==> config.mk <==
export PLATFORM = sky130hd
export DESIGN_NAME = hd_dma_controller
export DESIGN_NICKNAME = d
export VERILOG_FILES = /design/src/rtl/hd_dma_controller_pkg.sv /design/src/rtl/hd_dma_controller_addr_stepper.sv /design/src/rtl/hd_dma_controller.sv
export SDC_FILE = /design/constraint.sdc
export NUM_CORES = 1
export LEC_CHECK = 0
export CORE_ASPECT_RATIO = 0.5
export CORE_MARGIN = 2
export CORE_UTILIZATION = 41
export CTS_CLUSTER_DIAMETER = 30
export DETAILED_ROUTE_END_ITERATION = 6
export HOLD_SLACK_MARGIN = 0.02
export PLACE_DENSITY = 0.82
export SYNTH_ARGS = -nofsm -noshare
export SYNTH_HDL_FRONTEND = slang
export SYNTH_HIERARCHICAL = 1
export SYNTH_SLANG_ARGS = --single-unit
==> constraint.sdc <==
create_clock -name clock -period 2.3 [get_ports clock]
set_clock_uncertainty 0.1 [all_clocks]
set_input_delay 0.46 -clock clock [delete_from_list [all_inputs] [get_ports clock]]
set_output_delay 0.46 -clock clock [all_outputs]
set_load 0.01 [all_outputs]
==> src/rtl/hd_dma_controller_pkg.sv <==
// Shared definitions for the hard-disk DMA controller: state encoding,
// transfer direction constants and track geometry helper.
package hd_dma_controller_pkg;

    typedef enum logic [1:0] {
        ST_IDLE      = 2'd0,
        ST_SRC_ADDR  = 2'd1,
        ST_DST_WRITE = 2'd2,
        ST_DONE      = 2'd3
    } state_e;

    localparam logic DIR_DISK2MEM = 1'b0;
    localparam logic DIR_MEM2DISK = 1'b1;

    // Words per track for a disk of disk_words split evenly into tracks.
    function automatic int unsigned track_size(input int unsigned disk_words,
                                               input int unsigned tracks);
        return disk_words / tracks;
    endfunction

endpackage

==> src/rtl/hd_dma_controller_addr_stepper.sv <==
// Address/count bookkeeping for one transfer: loads the starting disk
// track/pos, memory byte address and word count, then advances all of
// them by one word per step, wrapping the position into the next track.
module hd_addr_stepper #(
    parameter int unsigned DATA_WIDTH = 32,
    parameter int unsigned TRACKS     = 4,
    parameter int unsigned TRACK_SIZE = 256
) (
    input  logic                  clk,
    input  logic                  rst_n,
    input  logic                  load_i,
    input  logic                  step_i,
    input  logic [DATA_WIDTH-1:0] track_i,
    input  logic [DATA_WIDTH-1:0] pos_i,
    input  logic [DATA_WIDTH-1:0] addr_i,
    input  logic [DATA_WIDTH-1:0] count_i,
    output logic [DATA_WIDTH-1:0] track_o,
    output logic [DATA_WIDTH-1:0] pos_o,
    output logic [DATA_WIDTH-1:0] addr_o,
    output logic                  last_o,
    output logic                  overflow_o
);

    logic [DATA_WIDTH-1:0] track_q, track_d;
    logic [DATA_WIDTH-1:0] pos_q, pos_d;
    logic [DATA_WIDTH-1:0] addr_q, addr_d;
    logic [DATA_WIDTH-1:0] remaining_q, remaining_d;
    logic                  at_track_end;

    assign at_track_end = (pos_q == DATA_WIDTH'(TRACK_SIZE - 1));

    // Next-state: load a new command, or advance one word with track wrap.
    always_comb begin
        // NOTE: every _d gets its hold value first so no path leaves it unassigned (no latch).
        track_d     = track_q;
        pos_d       = pos_q;
        addr_d      = addr_q;
        remaining_d = remaining_q;
        if (load_i) begin
            track_d     = track_i;
            pos_d       = pos_i;
            addr_d      = addr_i;
            remaining_d = count_i;
        end else if (step_i) begin
            remaining_d = remaining_q - DATA_WIDTH'(1);
            addr_d      = addr_q + DATA_WIDTH'(4);
            if (at_track_end) begin
                pos_d   = '0;
                track_d = track_q + DATA_WIDTH'(1);
            end else begin
                pos_d   = pos_q + DATA_WIDTH'(1);
            end
        end
    end

    // Counter registers, cleared asynchronously.
    always_ff @(posedge clk or negedge rst_n) begin
        // NOTE: sequential state uses non-blocking assignment so all registers update together.
        if (!rst_n) begin
            track_q     <= '0;
            pos_q       <= '0;
            addr_q      <= '0;
            remaining_q <= '0;
        end else begin
            track_q     <= track_d;
            pos_q       <= pos_d;
            addr_q      <= addr_d;
            remaining_q <= remaining_d;
        end
    end

    assign track_o    = track_q;
    assign pos_o      = pos_q;
    assign addr_o     = addr_q;
    assign last_o     = (remaining_q == DATA_WIDTH'(1));
    // Stepping now would push the position past the final track.
    assign overflow_o = at_track_end && (track_q == DATA_WIDTH'(TRACKS - 1));

endmodule

==> src/rtl/hd_dma_controller.sv <==
// Block-transfer engine between the hard-disk block and data memory.
// Each word takes two cycles: present the source address, then write the
// registered read data to the destination.
module hd_dma_controller
    import hd_dma_controller_pkg::*;
#(
    parameter int unsigned DATA_WIDTH = 32,
    parameter int unsigned DISK_WORDS = 1024,
    parameter int unsigned TRACKS     = 4,
    parameter int unsigned MAX_COUNT  = 1024
) (
    input  logic                  clock,
    input  logic                  reset_n,
    input  logic                  start,
    input  logic                  dir,
    input  logic [DATA_WIDTH-1:0] cmdTrack,
    input  logic [DATA_WIDTH-1:0] cmdPos,
    input  logic [DATA_WIDTH-1:0] cmdMemAddr,
    input  logic [DATA_WIDTH-1:0] cmdCount,
    output logic                  busy,
    output logic                  done,
    output logic                  error,
    output logic [DATA_WIDTH-1:0] hdTrack,
    output logic [DATA_WIDTH-1:0] hdTrackPos,
    output logic [DATA_WIDTH-1:0] hdWriteData,
    output logic                  hdFlag,
    input  logic [DATA_WIDTH-1:0] hdReadData,
    output logic [DATA_WIDTH-1:0] memAddr,
    output logic [DATA_WIDTH-1:0] memWriteData,
    output logic                  memWrite,
    input  logic [DATA_WIDTH-1:0] memReadData
);

    localparam int unsigned TRACK_SIZE = track_size(DISK_WORDS, TRACKS);

    state_e                state_q, state_d;
    logic                  dir_q, dir_d;
    logic                  error_q, error_d;
    logic                  load, step;
    logic                  cmd_illegal;
    logic [DATA_WIDTH-1:0] cur_track, cur_pos, cur_addr;
    logic                  last_word, overflow;

    assign cmd_illegal = (cmdCount > DATA_WIDTH'(MAX_COUNT))
                      || (cmdTrack >= DATA_WIDTH'(TRACKS))
                      || (cmdPos >= DATA_WIDTH'(TRACK_SIZE))
                      || (cmdMemAddr[1:0] != 2'b00);

    hd_addr_stepper #(
        .DATA_WIDTH (DATA_WIDTH),
        .TRACKS     (TRACKS),
        .TRACK_SIZE (TRACK_SIZE)
    ) u_stepper (
        .clk        (clock),
        .rst_n      (reset_n),
        .load_i     (load),
        .step_i     (step),
        .track_i    (cmdTrack),
        .pos_i      (cmdPos),
        .addr_i     (cmdMemAddr),
        .count_i    (cmdCount),
        .track_o    (cur_track),
        .pos_o      (cur_pos),
        .addr_o     (cur_addr),
        .last_o     (last_word),
        .overflow_o (overflow)
    );

    // Control FSM: next state and state-decoded bus strobes/addresses.
    always_comb begin
        state_d      = state_q;
        dir_d        = dir_q;
        error_d      = error_q;
        load         = 1'b0;
        step         = 1'b0;
        busy         = 1'b0;
        done         = 1'b0;
        hdTrack      = '0;
        hdTrackPos   = '0;
        hdWriteData  = '0;
        hdFlag       = 1'b0;
        memAddr      = '0;
        memWriteData = '0;
        memWrite     = 1'b0;
        unique case (state_q)
            ST_IDLE: begin
                if (start) begin
                    dir_d   = dir;
                    error_d = 1'b0;
                    load    = 1'b1;
                    if (cmdCount == '0) begin
                        state_d = ST_DONE;
                    end else if (cmd_illegal) begin
                        error_d = 1'b1;
                        state_d = ST_DONE;
                    end else begin
                        state_d = ST_SRC_ADDR;
                    end
                end
            end
            ST_SRC_ADDR: begin
                busy = 1'b1;
                if (dir_q == DIR_DISK2MEM) begin
                    hdTrack    = cur_track;
                    hdTrackPos = cur_pos;
                end else begin
                    memAddr    = cur_addr;
                end
                state_d = ST_DST_WRITE;
            end
            ST_DST_WRITE: begin
                busy = 1'b1;
                step = 1'b1;
                if (dir_q == DIR_DISK2MEM) begin
                    memWrite     = 1'b1;
                    memAddr      = cur_addr;
                    memWriteData = hdReadData;
                end else begin
                    hdFlag       = 1'b1;
                    hdTrack      = cur_track;
                    hdTrackPos   = cur_pos;
                    hdWriteData  = memReadData;
                end
                if (last_word) begin
                    state_d = ST_DONE;
                end else if (overflow) begin
                    error_d = 1'b1;
                    state_d = ST_DONE;
                end else begin
                    state_d = ST_SRC_ADDR;
                end
            end
            ST_DONE: begin
                done    = 1'b1;
                state_d = ST_IDLE;
            end
            default: state_d = ST_IDLE;
        endcase
    end

    // State, latched direction and sticky error flag.
    always_ff @(posedge clock or negedge reset_n) begin
        if (!reset_n) begin
            state_q <= ST_IDLE;
            dir_q   <= DIR_DISK2MEM;
            error_q <= 1'b0;
        end else begin
            state_q <= state_d;
            dir_q   <= dir_d;
            error_q <= error_d;
        end
    end

    assign error = error_q;

endmodule

[Word level (Yosys, flattened, before mapping)]
Cells that the tools add are included.
Word-level totals
  flip-flop bits (word level): 132
  logic and storage cells: 81
Operators by class
  add/sub/neg operators: 4
  order comparisons: 3
  equal/unequal tests: 9
  multiplexer cells: 44
  reduce and logical (&&, ||, !) cells: 14
Operators by type and width (number)
  32-bit two-way mux: 20
  32-bit case mux with 2 select lines: 3
  32-bit by 1-bit adder with 32-bit output, second input constant: 2
  32-bit by 3-bit adder with 32-bit output, second input constant: 1
  32-bit by 1-bit == test with 1-bit output, second input constant: 1
  32-bit by 2-bit == test with 1-bit output, second input constant: 1
  32-bit by 8-bit == test with 1-bit output, second input constant: 1
  32-bit by 3-bit >= comparator with 1-bit output, second input constant: 1
  32-bit by 9-bit >= comparator with 1-bit output, second input constant: 1
  32-bit by 11-bit > comparator with 1-bit output, second input constant: 1
  32-bit logical NOT: 1
  32-bit by 1-bit subtractor with 32-bit output, second input constant: 1
  1-bit two-way mux: 14
  2-bit two-way mux: 5
  2-bit case mux with 4 select lines: 1
  2-bit nonzero test: 4
  2-bit inequality test, second input constant: 3
  2-bit == test, second input constant: 2
  2-bit AND reduction: 2
  4-bit AND reduction: 1
  1-bit logical OR: 3
  2-bit by 1-bit == test with 1-bit output, second input constant: 1
  2-bit logical NOT: 1
  1-bit case mux with 2 select lines: 1
  other kinds (2): 2

[Logic depth before layout (Yosys ltp)]
Gate-level depths: netlist (run 1).
  word-level depth: 8
  gate-level depth with buffers: 10

[Modules after synthesis]
The synthesis (run 1) kept the hierarchy.
By module, submodules not included
  hd_addr_stepper: instances 1, cells each 851, area an instance 7752.4 um^2, seq. area each 3203.1 um^2
  hd_dma_controller: instances 1, cells each 243, area an instance 1591.5 um^2, seq. area each 100.1 um^2

[Worst setup path after synthesis (run 1)]
No wires, ideal clock.
  path kind: reg-to-reg
  start point: register state_q[0]
  end point: register u_stepper.pos_q[18] (netlist: u_stepper/pos_o[18])
  setup time: 0.067 ns
  arrival time: 2.073 ns
  data required time: 2.133 ns
  setup slack: 0.059 ns
  cell stages (with the launch flop): 11
  clock period less this slack: 2.241 ns
  cell sequence: dfrtp_1 > inv_1 > ha_1 > nand2_1 > inv_1 > clkbuf_1 > clkbuf_1 > clkbuf_1 > clkbuf_1 > a22oi_1 > nand2_1
Between the ends
  longest elaborated chain between the ends: 3
  elaborated cells on any way between the ends: 6
  those cells by class: eq/ne (1); mux (3); reduce/logical (2)
RTL lines
  from (decl): line hd_dma_controller.sv:36  | state_e state_q, state_d;
  from (signal assigned): line hd_dma_controller.sv:148  | state_q <= state_d;
  2-bit logical NOT (*): line hd_dma_controller.sv:85  | unique case (state_q)
  1-bit two-way mux (*): line hd_dma_controller.sv:85
  named net load: line hd_dma_controller.sv:39  | logic load, step;
  32-bit two-way mux / 2-bit nonzero test (equally long branches)
  to (signal assigned): line hd_dma_controller_addr_stepper.sv:66  | pos_q <= pos_d;
  to (decl): line hd_dma_controller_addr_stepper.sv:25  | logic [DATA_WIDTH-1:0] pos_q, pos_d;
Mark *: on every way through the listed nets, which the timed path passes. The rest lies on a longest branch.
A chain may end at the register's enable or synchronous reset.

[Final worst setup path (run 1)]
  start point: register state_q[0]
  end point: output hdTrack[14]
Between the ends
  longest elaborated chain between the ends: 2
  elaborated cells on any way between the ends: 3
  those cells by class: eq/ne (2); mux (1)
RTL lines
  2-bit == test / 2-bit by 1-bit == test with 1-bit output (equally long branches): line hd_dma_controller.sv:85
  32-bit case mux with 2 select lines (*): line hd_dma_controller.sv:85
  to (decl): line hd_dma_controller.sv:23  | output logic [DATA_WIDTH-1:0] hdTrack,
Mark *: on every way between the ends. The rest lies on a longest branch, timed or not.

==> results of run 1 <==
-- what timing repair did --
item                       4_1_cts  5_1_grt
hold buffers                     1        0
setup buffers                   25       27
cloned                          12        7
pin swaps                       25       80
resized for setup              726      279
setup endpoints to repair      211      214
hold endpoints to repair        23        0
-- where the power goes --
group          switching, mW  internal, mW  total (mW)
clock                   1.12          2.04        3.15
combinational           5.18          5.70        10.9
sequential              1.65          3.43        5.09
-- worst max-delay path, cell delays in order, from the launching register on --
cell	delay, ns
dfrtp_1	0.40
inv_2	0.07
ha_4	0.18
and2_4	0.17
o21a_4	0.25
buf_12	0.16
clkbuf_16	0.17
and2_4	0.17
buf_6	0.11
-- stage by stage --
step | area [um^2] | hold WS (ns) | utilization [%]
after floorplan | 9344 | 0.06441 | -
after global placement | 14060 | 0.3194 | 63.89
after detailed placement | 14060 | 0.3175 | 63.89
after CTS | 15260 | 0.4092 | 69.34
after global routing | 16370 | 0.4444 | 74.34
final | 16370 | 0.4226 | 74.35
-- per-layer routing --
layer | part of all wire [%] | up-vias | GRT usage [%] | wire [um]
li1 | - | 4896 | - | -
met1 | 37 | 5468 | 37.82 | 15820
met2 | 48 | 793 | 54.31 | 20930
met3 | 9.7 | 182 | 7.215 | 4188
met4 | 5.5 | 0 | 15.53 | 2382
met5 | 0 | - | 0 | 0
-- registers in the layout, summed over array words and instances, names as in the netlist --
register and flops:
dir_q 1, error 1, state_q 2, u_stepper/addr_o 32, u_stepper/pos_o 32, u_stepper/remaining_q 32
u_stepper/track_o 32
-- final cells by class --
class,count,area (um^2)
clock buffers,19,432.9
fillers,1410,5645
diodes,2,5.005
multi-input cells,874,6411
well taps,300,375.4
repair buffers,542,5517
inverters,23,91.34
clock inverters,13,230.2
flip-flops and latches,132,3306
-- cell families after synthesis --
logic type | Yosys count
xor+xnor | 100
flops | 132
buf+inv | 88
simple gates | 589
fa+ha+maj | 9
compound gates | 161
mux | 15
-- final timing paths --
kind                                                      start                                     to  slack [ns]
max in group asynchronous                               reset_n                      dir_q$_DFFE_PN0P_        0.99
worst min-delay path            u_stepper/addr_o[1]$_DFFE_PN0P_        u_stepper/addr_o[1]$_DFFE_PN0P_        0.42
worst max-delay path                     state_q[0]$_DFFE_PN0N_                            hdTrack[14]       -0.36
worst min register to register  u_stepper/addr_o[1]$_DFFE_PN0P_        u_stepper/addr_o[1]$_DFFE_PN0P_        0.42
worst max register to register           state_q[0]$_DFFE_PN0N_  u_stepper/remaining_q[25]$_DFFE_PN0N_       -0.12
min in group asynchronous                               reset_n       u_stepper/addr_o[31]$_DFFE_PN0N_        0.45
-- cell usage in the layout, fill, tap and decap left out, types with 7 or more instances in the layout --
cell and instances:
mux2_2 9, dfrtp_1 130, and4_1 13, or3_1 7
nor3_1 29, buf_4 125, clkdlybuf4s50_1 195, nor4_1 38
nand2_1 139, xor2_1 30, nor4_4 27, buf_6 130
o21ai_1 44, nand4_1 33, a21oi_1 7, and2_1 21
xnor2_1 70, nor4_2 18, buf_16 8, and3_1 38
clkbuf_2 22, nor2_1 28, a221o_1 7, and3_4 8
and2_4 109, o21ai_0 64, clkbuf_16 25, buf_12 19
inv_1 20, buf_2 26, nand3_1 38
==> metrics.md, run 1 <==
| Metric | Value |
|---|---|
| Grt ovf | 0 |
| Outcome | finished with violations |
| Leak Pwr | 7.067 nW |
| Synth Area per Inst | 8.541 um^2 |
| Multiplexer area fraction after synthesis | 1.741% |
| Num ports | 361 |
| Worst-path fanout max | 8 |
| Die Wd | 217.5 um |
| Combinational family with the most area after synthesis | simple AND/OR/NAND/NOR gates |
| Largest net degree at the start of global routing | 96 |
| Vias | 11.34k |
| Startpoint types | register |
| HP Class | reg2reg |
| Violated checks | negative setup slack |
| Hold Crit Depth | 1 |
| Seq cells post-synth | 132 |
| Non-Filler Instances | 1,905 |
| Top post-synthesis cells by area | dfrtp_1 (35%), and2_1 (8.7%), xnor2_1 (6.6%) |
| Syn_nets | 1,299 |
| PnR Total Power | 19.11 mW |
| Worst Tran Pin Value | 0.7006 ns |
| Post-synth top area share | 35.35% |
| Initial core utilization | 42.45% |
| Drt drc | 0 |
| Skew-Pair Late Insertion Delay | 0.42 ns |
| Setup TNS | -34.93 ns |
| Die Y-Extent | 110.8 um |
| Post-synthesis sequential area ratio | 35.35% |
| Post-Synth Simple-Gate Area | 38.20% |
| Initial DRC Count | 1,141 |
| Final Hold Vio Count | 0 |
| Dpl ws | -0.3260 ns |
| Synth cell types | 57 |
| XOR/XNOR Fraction of Synth Area | 9.373% |
| Synth Area in Compound Gates | 10.28% |
| Top-count cell post-synth | nand2_1 |
| Synthesized area | 9344 um^2 |
| Avg WL per Cell | 22.74 um |
| Critical Path AT | 2.10 ns |
| H-tree levels | 4 |
| Placed cell count | 1,808 |
| YS warnings | 6 |
| Synth Instances | 1,094 |
| Vias per cell | 5.952 |
| Share of post-route cells with drive strength above 1 | 37.06% |
| Top_reg_cell synth | dfrtp_1 |
| Nets | 1,795 |
| First-pass GRT wire length | 60,370 um |
| Worst R2R Path Depth | 12 |
| Max Buffers Root-to-Sink | 2 |
| Cell area power density | 1168 nW/um^2 |
| Most instantiated cells after synthesis | nand2_1 (140), dfrtp_1 (132), and2_1 (130), xnor2_1 (70), o21ai_0 (66) |
| Critical Path End Type | output pin |
| Min Tclk post-route | 2.664 ns |
| CP required | 1.74 ns |
| Number of synthesized flops with an enable pin | 0 |
| Pre-antenna DRT Iters | 6 |
| Area leader, netlist | dfrtp_1 |
| Setup CP Type | reg2out |
| Worst slew margin | 52.86% |
| Max_cap viols | 0 |
| Routed WL | 43,320 um |
| CTS tree | built |
| Final ANT Viol Nets | 0 |
| RSZ-0062 raised after global routing | true |
| Clock Pin Slew Worst Setup and Hold Paths | 0.06 ns |
| Core area | 22,010 um^2 |
| Num CTS Buffers | 17 |
| Syn-to-layout area delta | 75.17% |
| Adder-cell share of the synthesized area | 1.205% |
| Number of global-route vias before repair | 10.79k |
| Dpl hpwl | 26,650 um |
| Cell Rows | 38 |
| RD Place Congestion | 0.9553 |
| PortBufs | 360 |
| PnR worst setup slack | -0.3637 ns |
| Max Clk Rate | 375.4 MHz |
| Root buffer cell | clkbuf_16 |
| Slew Viols, Final | 0 |
| GRT Util Overall | 31.82% |
| Initial antenna violation count | 3 |
| FFs w/ async S/R, synth | 100.0% |
| Endpoints failing setup | 156 |
| Final Cycle Share | 115.8% |
| Max VDD drop | 0.0005592 V |
| CTS sink count | 132 |
| Die ar. | 24,090 um^2 |
(Power assumes the default switching activity.)
==> inputs of run 2 (changes only) <==
- CORE_UTILIZATION: 41 -> 49
- PLACE_DENSITY: 0.82 -> 0.91
- clock period: 2.3 -> 3.1 ns (I/O delays scaled with it)
==> run 2 against run 1 <==
Net effect:
- the run still ends with negative setup slack left
- register-to-register slack improved by 0.36 ns
- combinational power decreased by 51%
- critical path depth decreased by 1
- via count decreased by 11%
- non-clock buffer count decreased by 154
- sequential share of layout area increased by 3.3 points
- clock-buffer cell count unchanged
- final cell count decreased by 10%
- sequential power decreased by 25%
- routed wire length decreased by 20%
- first-iteration DRC count decreased by 25%
- die area decreased by 16%
- critical path type unchanged
==> metrics.md, run 2 (synthesized netlist as in run 1, its figures left out) <==
| Metric | Value |
|---|---|
| Initial antenna violation count | 1 |
| Met3 routed WL | 3506 um |
| Dpl ws | 0.1143 ns |
| Startpoint types | register |
| Commonest non-fill, non-tap cell in the layout | clkdlybuf4s50_1 |
| Skew-Pair Late Insertion Delay | 0.42 ns |
| Crit path to | hdTrack[29] |
| Most frequent cells in the layout | clkdlybuf4s50_1 (263), nand2_1 (140), dfrtp_1 (132) |
| Critical Path Stages | 7 |
| Share of post-route cells with drive strength above 1 | 9.455% |
| Antenna fix cells | 0 |
| PortBufs | 360 |
| Drt drc | 0 |
| Core area | 18,520 um^2 |
| Worst-path fanout max | 32 |
| Max Clk Rate | 321.7 MHz |
| Final Hold Vio Count | 0 |
| Die Wd | 199.3 um |
| Critical path's top delay family | buffers and inverters |
| CP required | 2.38 ns |
| Number of global-route vias before repair | 9,692 |
| Critical Path AT | 2.39 ns |
| Cell Rows | 35 |
| Highest metal layer with signal wires | met5 |
| Endpoints failing setup | 1 |
| Final Util | 75.87% |
| Worst path buffer plus inverter count | 3 |
| Pre-antenna DRT Iters | 7 |
| PnR Total Power | 11.51 mW |
| Syn-to-layout area delta | 50.40% |
| CP Launch Point | state_q[1]$_DFFE_PN0N_ |
| Largest net degree at the start of global routing | 127 |
| GRT Util Overall | 32.88% |
| Violated checks | negative setup slack |
| Routed WL | 34,700 um |
| Crit path cell chain | inv_1 > ha_2 > nor2b_1 > o21a_4 > buf_12 > and2_1 > clkdlybuf4s50_1 |
| Die ar. | 20,260 um^2 |
| Initial core utilization | 50.44% |
| Nets | 1,641 |
| Final Cycle Share | 100.3% |
| Worst slew margin | 26.86% |
| RD Place Congestion | 0.9647 |
| Placed cell count | 1,670 |
| Setup CP Type | reg2out |
| Final ANT Viol Nets | 0 |
| H-tree levels | 4 |
| Register Area | 3303 um^2 |
| Max VDD drop | 0.0004955 V |
| First-pass GRT wire length | 51,640 um |
| Post-DP Area | 13,230 um^2 |
| Worst Tran Pin Value | 1.087 ns |
| Die Y-Extent | 101.6 um |
| Max_cap viols | 0 |
| PnR worst setup slack | -0.008106 ns |
| Leak Pwr | 6.136 nW |
| Fill cells | 1,313 |
| Max stage delay on crit path | 0.53 ns |
| CTS sink count | 132 |
| Min Tclk post-route | 3.108 ns |
| CTS tree | built |
| Non-Filler Instances | 1,708 |
| Critical Path End Type | output pin |
| Max Buffers Root-to-Sink | 2 |
| Vias per cell | 5.893 |
| Root buffer cell | clkbuf_16 |
| CP max stage cell | clkdlybuf4s50_1 |
| Beginning of the worst register-to-register path | u_stepper/pos_o[0]$_DFFE_PN0N_ |
| M1 WL | 13,300 um |
| Cell area power density | 819.3 nW/um^2 |
| Multi-input gate area | 5723 um^2 |
| HP Class | in2async |
| Num ports | 361 |
| Slew Viols, Final | 0 |
| Vias | 10.07k |
| Final hold slack | 0.1582 ns |
| Dpl hpwl | 24,920 um |
| Reg2Reg Capture Point | u_stepper/pos_o[23]$_DFFE_PN0N_ |
| Clock Pin Slew Worst Setup and Hold Paths | 0.06 ns |
| Worst R2R Path Depth | 6 |
| RSZ-0062 raised after global routing | true |
| Grt ovf | 0 |
| Worst R2R Setup Slack | 0.24 ns |
| Initial DRC Count | 855 |
| Num CTS Buffers | 17 |
| Final Cell Area | 14,050 um^2 |
| Setup TNS | -0.008106 ns |
| Met2 WL | 16,740 um |
| Outcome | finished with violations |
| Avg WL per Cell | 20.32 um |
-- run 2: cell count changes in the layout (fill, tap and decap cells not counted), moves of 26 or more --
cell and change:
and2_4 -109, dlymetal6s2s_1 +33, buf_2 -26, dlygate4sd2_1 +61, buf_4 -105, buf_6 -129, clkdlybuf4s50_1 +68, and2_1 +109
-- run 2: layout make-up --
cell class / instances / share of cell area (%)
clock buffers: 19 / 3.223
clock inverters: 13 / 1.629
inverters: 23 / 0.6499
multi-input cells: 874 / 40.72
flip-flops and latches: 132 / 23.50
well taps: 259 / 2.306
repair buffers: 388 / 27.96
-- run 2: where the power goes --
part / switching (mW) / internal [mW] / total, mW
Clock: 0.791 / 1.55 / 2.34
Combinational: 2.71 / 2.63 / 5.34
Sequential: 1.28 / 2.55 / 3.83
-- run 2: repair_timing --
item	4_1_cts	5_1_grt
gates cloned	1	2
gates resized for setup	71	37
hold buffers	0	0
endpoints found under the setup margin	122	35
hold endpoints to repair	0	0
buffers inserted	3	0
-- run 2: per-layer routing --
| metal | up-vias | track usage, % |
|---|---|---|
| met5 | - | 0 |
| met4 | 2 | 13.26 |
| met3 | 91 | 8.325 |
| met2 | 607 | 55.00 |
| met1 | 4802 | 41.24 |
| li1 | 4564 | - |
-- run 2: how the worst min path moves through the flow --
stage,start,end,slack [ns],cells past startpoint
2_1_floorplan,reset_n,dir_q$_DFFE_PN0P_,0.22,0
3_3_place_gp,error$_DFFE_PN0P_,error$_DFFE_PN0P_,0.40,1
3_5_place_dp,error$_DFFE_PN0P_,error$_DFFE_PN0P_,0.40,1
4_1_cts,reset_n,u_stepper/track_o[24]$_DFFE_PN0P_,0.19,1
5_1_grt,reset_n,u_stepper/track_o[24]$_DFFE_PN0P_,0.20,1
6_report,reset_n,u_stepper/track_o[24]$_DFFE_PN0P_,0.16,1
==> inputs of run 3 (changes only) <==
- SETUP_SLACK_MARGIN: not set -> 0.2
- SLEW_MARGIN: not set -> 20
==> run 3 against run 2 <==
Net effect:
- the flow now finishes without violations
- die area did not move
- critical path depth did not move
- first-iteration DRC count rose by 10%
- register-to-register slack improved by 0.12 ns
- clock power barely moved
- sequential power barely moved
- critical path type unchanged
- critical endpoint is now hdTrackPos[20]
- largest cell class unchanged
==> metrics.md, run 3 (synthesized netlist as in run 1, its figures left out) <==
| Metric | Value |
|---|---|
| Power share of the clock group | 20.1% |
| PortBufs | 360 |
| Final Cycle Share | 94.69% |
| Avg WL per Cell | 20.51 um |
| Worst slew margin | 33.98% |
| Cell area power density | 831.5 nW/um^2 |
| Max Buffers Root-to-Sink | 2 |
| H-tree levels | 4 |
| Final Util | 75.76% |
| Max Clk Rate | 340.7 MHz |
| Num ports | 361 |
| Switch Pwr | 4.879 mW |
| Number of global-route vias before repair | 9,828 |
| First-pass GRT wire length | 52,750 um |
| Worst Tran Pin Value | 0.9812 ns |
| Initial DRC Count | 941 |
| Critical Path End Type | output pin |
| HP Class | in2async |
| Root buffer cell | clkbuf_16 |
| GRT Util Overall | 33.70% |
| Critical Path AT | 2.22 ns |
| Vias per cell | 5.920 |
| Commonest non-fill, non-tap cell in the layout | clkdlybuf4s50_1 |
| CP max stage cell | dfrtp_1 |
| PnR worst setup slack | 0.1645 ns |
| Setup TNS | 0 ns |
| Pre-antenna DRT Iters | 6 |
| Crit path cell chain | buf_6 > ha_4 > and2_1 > o21a_4 > buf_12 > and2_1 > dlygate4sd2_1 |
| Outcome | finished, final reports clean |
| Cts hold-fix bufs | 0 |
| RSZ-0062 raised after global routing | true |
| Drt drc | 0 |
| Setup CP Type | reg2out |
| Skew-Pair Late Insertion Delay | 0.42 ns |
| CP required | 2.38 ns |
| Vias | 10.15k |
| RD Place Congestion | 0.9647 |
| Dpl ws | 0.1143 ns |
| Fill cells | 1,322 |
| Min Tclk post-route | 2.935 ns |
| Grt ovf | 0 |
| Num CTS Buffers | 17 |
| Die Wd | 199.3 um |
| Antenna fix cells | 0 |
| Max_cap viols | 0 |
| Endpoints failing setup | 0 |
| Slew Viols, Final | 0 |
| Initial antenna violation count | 0 |
| Share of post-route cells with drive strength above 1 | 12.98% |
| Initial core utilization | 50.44% |
| Max VDD drop | 0.0004902 V |
| Worst-path fanout max | 16 |
| Startpoint types | register |
| Core area | 18,520 um^2 |
| Max stage delay on crit path | 0.41 ns |
| Routed WL | 35,180 um |
| Internal power | 6.790 mW |
| Combinational Power Share | 47.1% |
| Die Y-Extent | 101.6 um |
| Most frequent cells in the layout | clkdlybuf4s50_1 (221), nand2_1 (140), dfrtp_1 (132) |
| Die ar. | 20,260 um^2 |
| Largest net degree at the start of global routing | 127 |
| Leak Pwr | 6.211 nW |
| Cell Rows | 35 |
| Switching part of the total | 41.82% |
| CTS sink count | 132 |
| Nets | 1,648 |
| Final Hold Vio Count | 0 |
| Clock Pin Slew Worst Setup and Hold Paths | 0.06 ns |
| Crit path top cell by count | and2_1 |
| PnR Total Power | 11.67 mW |
| Sequential power share | 32.8% |
| Final ANT Viol Nets | 0 |
| CTS tree | built |
| Syn-to-layout area delta | 50.19% |
| Dpl hpwl | 24,920 um |
## run 3: power by group through the flow
stage                     Sequential (mW)  Combinational (mW)  Clock (mW)
after floorplan                      3.35                3.16           0
after global placement               3.74                4.99           0
after detailed placement             3.77                5.18           0
after CTS                            3.77                5.34        2.37
after global routing                 3.94                5.92        2.45
final                                3.83                5.50        2.34
## run 3: repair_timing
action / 4_1_cts / 5_1_grt
resized for setup: 235 / 66
setup endpoints to repair: 133 / 134
buffers inserted: 6 / 2
pin swaps: 3 / 0
gates cloned: 3 / 2
## run 3: cell type report
class,count,area (um^2),share of cell area [%]
Multi-Input combinational cell,874,5739,40.90
Timing Repair Buffer,395,3894,27.75
Tap cell,259,324.1,2.309
Clock buffer,19,452.9,3.228
Inverter,23,91.34,0.6509
Clock inverter,13,229.0,1.632
Sequential cell,132,3303,23.54
## run 3: worst max-delay path: cells and delay by family, from the launching register on
family                   cells  cell delay [ns]
AO/OA/AOI/OAI                1             0.27
flip-flops                   1             0.41
buffers and inverters        3             0.59
AND/OR/NAND/NOR              2             0.36
adder cells (fa/ha/maj)      1             0.17
## run 3: path summary, 6_finish.rpt
path	depth (start not counted)	startpoint	endpoint	slack [ns]
max	7	state_q[1]$_DFFE_PN0N_	hdTrackPos[20]	0.16
min reg2reg	1	error$_DFFE_PN0P_	error$_DFFE_PN0P_	0.41
min	1	reset_n	u_stepper/track_o[24]$_DFFE_PN0P_	0.15
max reg2reg	7	u_stepper/pos_o[0]$_DFFE_PN0N_	u_stepper/track_o[14]$_DFFE_PN0P_	0.36
max in group asynchronous	2	reset_n	u_stepper/remaining_q[25]$_DFFE_PN0N_	1.95
min in group clock	1	error$_DFFE_PN0P_	error$_DFFE_PN0P_	0.41
## run 3: metrics by stage
stage | hold WS (ns) | cells | area, um^2
3_5_place_dp | 0.4009 | 1670 | 13230
5_1_grt | 0.2043 | 1715 | 14030
3_3_place_gp | 0.4008 | 1670 | 13230
4_1_cts | 0.1855 | 1711 | 13940
2_1_floorplan | 0.2244 | 1094 | 9344
6_report | 0.1547 | 1715 | 14030
## run 3: routing by layer
layer	part of all wire, %	global-route usage, %	wire [um]	up-vias
met4	3.6	14.29	1277	0
met1	39	41.88	13660	4824
li1	-	-	-	4588
met2	48	56.42	16900	625
met5	0	0	0	-
met3	9.5	8.691	3344	116
